**config.mk**
```make
export PLATFORM = sky130hd
export DESIGN_NAME = mio_bus_ctrl
export DESIGN_NICKNAME = d
export VERILOG_FILES = /design/src/rtl/mio_bus_ctrl.sv
export SDC_FILE = /design/constraint.sdc
export NUM_CORES = 1
export LEC_CHECK = 0
export ABC_AREA = 0
export CORE_MARGIN = 2
export CORE_UTILIZATION = 60
export CTS_CLUSTER_SIZE = 8
export DETAILED_ROUTE_END_ITERATION = 10
export DONT_BUFFER_PORTS = 1
export PLACE_DENSITY = 0.8
export SLEW_MARGIN = 30
export SYNTH_ARGS = -nofsm -noshare
export SYNTH_HDL_FRONTEND = slang
export SYNTH_SLANG_ARGS = --single-unit
```
**constraint.sdc**
```tcl
create_clock -name clk -period 3.7 [get_ports clk]
set_clock_uncertainty 0.2 [all_clocks]
set_input_delay 1.11 -clock clk [delete_from_list [all_inputs] [get_ports clk]]
set_output_delay 1.11 -clock clk [all_outputs]
set_load 0.01 [all_outputs]
```
**src/rtl/mio_bus_ctrl.sv**
```systemverilog
`default_nettype none
// ============================================================================
// Module  : mio_bus_ctrl
// Brief   : Memory/IO bus bridge decoding MemRead/MemWrite requests to a word
//           RAM or to GPIO / switch / cycle-counter registers.
// Revision: 1.0
// ============================================================================
module mio_bus_ctrl #(
  parameter int          RAM_WAIT = 1,
  parameter int          RAM_AW   = 10,
  parameter logic [15:0] GPIO_RST = 16'h0000
) (
  input  logic              clk,
  input  logic              reset,
  input  logic              mem_r,
  input  logic              mem_w,
  input  logic [31:0]       addr,
  input  logic [31:0]       wdata,
  output logic [31:0]       rdata,
  output logic              mio_ready,
  output logic              busy,
  output logic              ram_en,
  output logic              ram_we,
  output logic [RAM_AW-1:0] ram_addr,
  output logic [31:0]       ram_wdata,
  input  logic [31:0]       ram_rdata,
  output logic [15:0]       gpio_out,
  input  logic [15:0]       sw_in
);

  localparam logic [31:0] c_GPIO_ADDR = 32'hF000_0000;
  localparam logic [31:0] c_SW_ADDR   = 32'hF000_0004;
  localparam logic [31:0] c_CNT_ADDR  = 32'hF000_0008;
  localparam int          c_WW        = (RAM_WAIT > 1) ? $clog2(RAM_WAIT) : 1;
  localparam logic [c_WW-1:0] c_WLAST = c_WW'(RAM_WAIT - 1);

  typedef enum logic [2:0] {
    S_IDLE     = 3'd0,
    S_PERIPH   = 3'd1,
    S_RAM_EN   = 3'd2,
    S_RAM_WAIT = 3'd3,
    S_DONE     = 3'd4
  } state_t;

  state_t            r_state;
  logic              r_req_q;
  logic              r_pend;
  logic              r_pend_we;
  logic [31:0]       r_pend_addr;
  logic [31:0]       r_pend_wdata;
  logic              r_we;
  logic [31:0]       r_addr;
  logic [31:0]       r_wdata;
  logic [c_WW-1:0]   r_wcnt;
  logic [31:0]       r_rdata;
  logic              r_mio_ready;
  logic              r_busy;
  logic              r_ram_en;
  logic              r_ram_we;
  logic [RAM_AW-1:0] r_ram_addr;
  logic [31:0]       r_ram_wdata;
  logic [15:0]       r_gpio;
  logic [31:0]       r_cnt;

  logic        w_req;
  logic        w_rise;
  logic        w_pend_load;
  logic        w_sel_we;
  logic [31:0] w_sel_addr;
  logic [31:0] w_sel_wdata;
  logic        w_sel_ram;
  logic        w_cnt_wr;
  logic [31:0] w_periph_rdata;

  assign w_req  = mem_r | mem_w;
  assign w_rise = w_req & ~r_req_q;

  // An edge refills the buffer when busy and empty, or when IDLE is draining it.
  assign w_pend_load = w_rise & (((r_state != S_IDLE) & ~r_pend) |
                                 ((r_state == S_IDLE) &  r_pend));

  assign w_sel_we    = r_pend ? r_pend_we    : mem_w;
  assign w_sel_addr  = r_pend ? r_pend_addr  : addr;
  assign w_sel_wdata = r_pend ? r_pend_wdata : wdata;
  assign w_sel_ram   = (w_sel_addr[31:28] != 4'hF);

  assign w_cnt_wr = (r_state == S_PERIPH) & r_we & (r_addr == c_CNT_ADDR);

  always_comb begin
    w_periph_rdata = 32'h0;
    case (r_addr)
      c_GPIO_ADDR: w_periph_rdata = {16'h0, r_gpio};
      c_SW_ADDR:   w_periph_rdata = {16'h0, sw_in};
      c_CNT_ADDR:  w_periph_rdata = r_cnt;
      default:     w_periph_rdata = 32'h0;
    endcase
  end

  always_ff @(posedge clk or negedge reset) begin
    if (!reset) begin
      r_cnt <= 32'h0;
    end else if (w_cnt_wr) begin
      r_cnt <= r_wdata;
    end else begin
      r_cnt <= r_cnt + 32'd1;
    end
  end

  always_ff @(posedge clk or negedge reset) begin
    if (!reset) begin
      r_state      <= S_IDLE;
      r_req_q      <= 1'b0;
      r_pend       <= 1'b0;
      r_pend_we    <= 1'b0;
      r_pend_addr  <= 32'h0;
      r_pend_wdata <= 32'h0;
      r_we         <= 1'b0;
      r_addr       <= 32'h0;
      r_wdata      <= 32'h0;
      r_wcnt       <= '0;
      r_rdata      <= 32'h0;
      r_mio_ready  <= 1'b0;
      r_busy       <= 1'b0;
      r_ram_en     <= 1'b0;
      r_ram_we     <= 1'b0;
      r_ram_addr   <= '0;
      r_ram_wdata  <= 32'h0;
      r_gpio       <= GPIO_RST;
    end else begin
      r_req_q     <= w_req;
      r_mio_ready <= 1'b0;
      r_ram_en    <= 1'b0;
      r_ram_we    <= 1'b0;

      if (w_pend_load) begin
        r_pend       <= 1'b1;
        r_pend_we    <= mem_w;
        r_pend_addr  <= addr;
        r_pend_wdata <= wdata;
      end else if ((r_state == S_IDLE) && r_pend) begin
        r_pend <= 1'b0;
      end

      case (r_state)
        S_IDLE: begin
          if (r_pend || w_rise) begin
            r_we    <= w_sel_we;
            r_addr  <= w_sel_addr;
            r_wdata <= w_sel_wdata;
            r_busy  <= 1'b1;
            if (w_sel_ram) begin
              r_ram_en    <= 1'b1;
              r_ram_we    <= w_sel_we;
              r_ram_addr  <= w_sel_addr[RAM_AW+1:2];
              r_ram_wdata <= w_sel_wdata;
              r_state     <= S_RAM_EN;
            end else begin
              r_state <= S_PERIPH;
            end
          end
        end
        S_PERIPH: begin
          if (!r_we) begin
            r_rdata <= w_periph_rdata;
          end else if (r_addr == c_GPIO_ADDR) begin
            r_gpio <= r_wdata[15:0];
          end
          r_mio_ready <= 1'b1;
          r_state     <= S_DONE;
        end
        S_RAM_EN: begin
          r_wcnt  <= '0;
          r_state <= S_RAM_WAIT;
        end
        S_RAM_WAIT: begin
          if (r_wcnt == c_WLAST) begin
            if (!r_we) begin
              r_rdata <= ram_rdata;
            end
            r_mio_ready <= 1'b1;
            r_state     <= S_DONE;
          end else begin
            r_wcnt <= r_wcnt + c_WW'(1);
          end
        end
        S_DONE: begin
          r_busy  <= 1'b0;
          r_state <= S_IDLE;
        end
        default: begin
          r_busy  <= 1'b0;
          r_state <= S_IDLE;
        end
      endcase
    end
  end

  assign rdata     = r_rdata;
  assign mio_ready = r_mio_ready;
  assign busy      = r_busy;
  assign ram_en    = r_ram_en;
  assign ram_we    = r_ram_we;
  assign ram_addr  = r_ram_addr;
  assign ram_wdata = r_ram_wdata;
  assign gpio_out  = r_gpio;

endmodule
`default_nettype wire

```
==> results by group <==
Final layout
  – Finished Layout Cells: 1284
  – Area growth from synthesis to layout: 11.1%
  – Design area: between 0.01 and 0.015 mm2
  – Fraction of layout cells with a size suffix above 1: 0.154
  – Ant. Diodes: 0
  – Nets: 1139

Drt
  – # DRC: 0
  – Vias/cell: 5.91
  – Wirelength per Cell: 19.5 um
  – Drt initial violations: 497
  – First-pass iteration count of the detailed router: 5
  – Routed Antenna Nets: 0
  – Post-Route WL: 25.0 mm
  – Via Count: about 7.6k

Synthesis
  – Synthesized flop and latch total: roughly 260
  – Syn Area/Cell: 11.2 um2
  – EDFF count, synth: 0
  – Main synth FF type: dfrtp_1
  – Cell count after synthesis: around 1.0k
  – Async SR Flop Fraction: 1.00
  – Register area share after synthesis: 0.565
  – Syn nets: between 1k and 1.5k
  – Synth warn: 0
  – Unique masters post-synth: 41
  – Synthesized cell area: 0.0116 mm2

CTS
  – Resized cells post-CTS: 0
  – H-tree levels: 2
  – TritonCTS clock tree: built
  – Reg clk slew, reported paths: 50 ps
  – CTS Buffer Depth: 3
  – # clock sinks: 261
  – Num CTS Buffers: 38
  – Worst-Skew Late Latency: about 500 ps
  – CTS Hold Bufs: 0
  – Postcts setup bufs: 0
  – Root buf cell: clkbuf_16

Timing
  – Worst setup margin: 770 ps
  – Worst-Margin Slew: just under 1000 ps
  – Final Slew Violations: 0
  – Final setup viols: 0
  – Fin. Hold Viols: 0
  – Period utilization: 0.792
  – Fmax: 341 MHz
  – Worst hold-check slack: 111 ps
  – Relative slew slack: 0.355
  – Fin Setup TNS: 0 ps
  – Min Clock Period, post-route: ~3000 ps
  – RSZ-0062 raised after global routing: no

Critical path
  – Crit path required time: 3920 ps
  – CP endpoint kind: flop
  – WP data arrival: 3150 ps
  – Setup Crit Path Kind: flop to flop
  – Crit path max fanout: 22
  – Critical Path Start Type: flop

Placement
  – Number of buffers added on ports: 0
  – Placed Area: 0.0118 mm2
  – Placed insts: 1241
  – Hpwl dp: 17.1 mm
  – Placer congestion estimate: 0.852
  – Post-place setup slack: about 770 ps

Global route
  – Global route overflow: 0
  – Largest net degree at the start of global routing: approximately 260
  – Vias in the first global route: 7638
  – GR Util met1: 0.323
  – Met2 Usage GRT: 0.391
  – Initial antenna violation count: 0
  – All-Layer GR Usage: 0.247
  – First-pass GRT wire length: 39.6 mm
  – Met3 usage: 0.0795
  – Grt peak-use layer: met2

Flow run
  – Max-cap violations: 0

Power and ir drop
  – Comb power frac: 0.257
  – LEAKAGE: 5.50 nW
  – Reg power frac: 0.469
  – Sw Share: 0.342
  – Clock share of power: 0.274
  – Pwr/cell area: 862 mW/mm2
  – P_int: 0.00730 W
  – Switching power: around 0.0038 W
  – VDD IR max: 0.552 mV

Run status
  – Status: finished, final reports clean

Floorplan
  – Die H: 143 um
  – Overall die width: 143 um
  – Initial cell density of the core: 0.614
  – Site Rows: 50
  – Die footprint: 0.0204 mm2
  – Io pins: 210
  – Core Box Area: 0.0188 mm2

Hold path
  – Worst hold-check path type: input port to asynchronous set/reset pin
==> final timing paths <==
path	start	endpoint	slack (ps)	cells past startpoint
max	r_state[1]	rdata[23]	770	5
min	reset	rdata[3]	110	0
max reg2reg	r_state[1]	rdata[23]	770	5
min reg2reg	r_wdata[19]	r_cnt[19]	270	2
max in group asynchronous	reset	r_cnt[24]	2600	0
min in group clk	r_wdata[19]	r_cnt[19]	270	2
==> worst max-delay path, cell delays in order (launching register included) <==
cell,delay (ps)
dfrtp_1,670
and3b_1,620
nand2b_1,310
nor4_4,670
a22oi_1,180
a21oi_1,190
==> kinds of logic (layout without fill, tap and decap cells) <==
group,Yosys count,after routing,share of synthesized area
buffers and inverters,75,65,0.0278
adders and majority gates,2,2,0.00216
xor gates and xnor gates,30,30,0.0227
muxes,163,163,0.153
AOI/OAI and AO/OA,268,268,0.125
DFF,261,261,0.565
and+or+nand+nor,235,235,0.104
==> area by class of cell <==
type / instances / area (um2)
clock buffer: 42 / 1030
clock inverter: 1 / 5.00
fill: 1340 / 5970
inverter: 7 / 26.3
multi-input combinational: 698 / 4750
sequential: 261 / 6540
tap: 260 / 325
timing repair buffer: 15 / 183
==> flip-flops by register name, indices dropped and copies added (netlist names), 3 cells and up <==
| name | cells |
|---|---|
| r_pend_wdata | 32 |
| r_cnt | 32 |
| gpio_out | 16 |
| ram_addr | 10 |
| r_addr | 32 |
| rdata | 32 |
| r_state | 3 |
| r_pend_addr | 32 |
| ram_wdata | 32 |
| r_wdata | 32 |
==> Yosys cell counts, types with 2 or more instances <==
master	number	share of area
a21oi_1	36	0.016
a22oi_1	32	0.021
and3_1	6	0.0032
and4_1	4	0.0030
buf_1	4	0.0013
buf_2	14	0.0061
clkbuf_1	47	0.015
dfrtp_1	261	0.56
ha_1	2	0.0022
inv_1	7	0.0023
mux2_2	72	0.070
mux2_4	10	0.013
mux2i_1	81	0.070
nand2_1	125	0.041
nand3_1	13	0.0056
nand4_1	13	0.0070
nand4_4	2	0.0037
nor2_1	40	0.013
nor2b_1	5	0.0027
nor3_1	4	0.0017
nor4_1	7	0.0038
nor4_2	4	0.0043
nor4_4	5	0.0092
o21ai_0	185	0.080
o21ai_1	11	0.0048
xnor2_1	12	0.0091
xor2_1	18	0.014
==> stage by stage <==
stage / total power, W / utilization
after CTS: 0.0112 / 0.683
after global routing: 0.0118 / 0.683
after floorplan: 0.00722 / -
after global placement: 0.00791 / 0.626
final: 0.0111 / 0.683
after detailed placement: 0.00810 / 0.628
==> power groups by stage <==
stage / Sequential [W] / Combinational [W] / Clock (W)
final: 0.00519 / 0.00285 / 0.00304
after CTS: 0.00520 / 0.00287 / 0.00310
after global placement: 0.00519 / 0.00272 / 0
after floorplan: 0.00479 / 0.00243 / 0
after detailed placement: 0.00524 / 0.00286 / 0
after global routing: 0.00537 / 0.00321 / 0.00322
==> cell usage in the layout (no fill, tap or decap), types with 2 or more instances in the layout <==
cell type / instances
nor4_2: 4
buf_4: 10
o21ai_0: 184
a22oi_1: 32
clkbuf_16: 41
mux2i_1: 81
nand4_4: 2
and3_1: 6
nand3_1: 12
nor3_1: 3
xnor2_1: 12
xor2_1: 18
nor2_1: 40
nand2_1: 124
nor4_1: 7
mux2_2: 72
ha_1: 2
o21ai_1: 11
nor2b_1: 4
mux2_4: 10
and4_1: 4
inv_1: 7
buf_12: 4
nor4_4: 5
dfrtp_1: 260
a21oi_1: 36
nand4_1: 13
==> per-layer routing <==
| layer | wire (um) | part of all wire |
|---|---|---|
| met5 | 0 | 0 |
| met4 | 709 | 0.028 |
| met3 | 2230 | 0.089 |
| met2 | 11600 | 0.47 |
| met1 | 10400 | 0.42 |
Note: power is estimated with default switching activity, not from simulation.
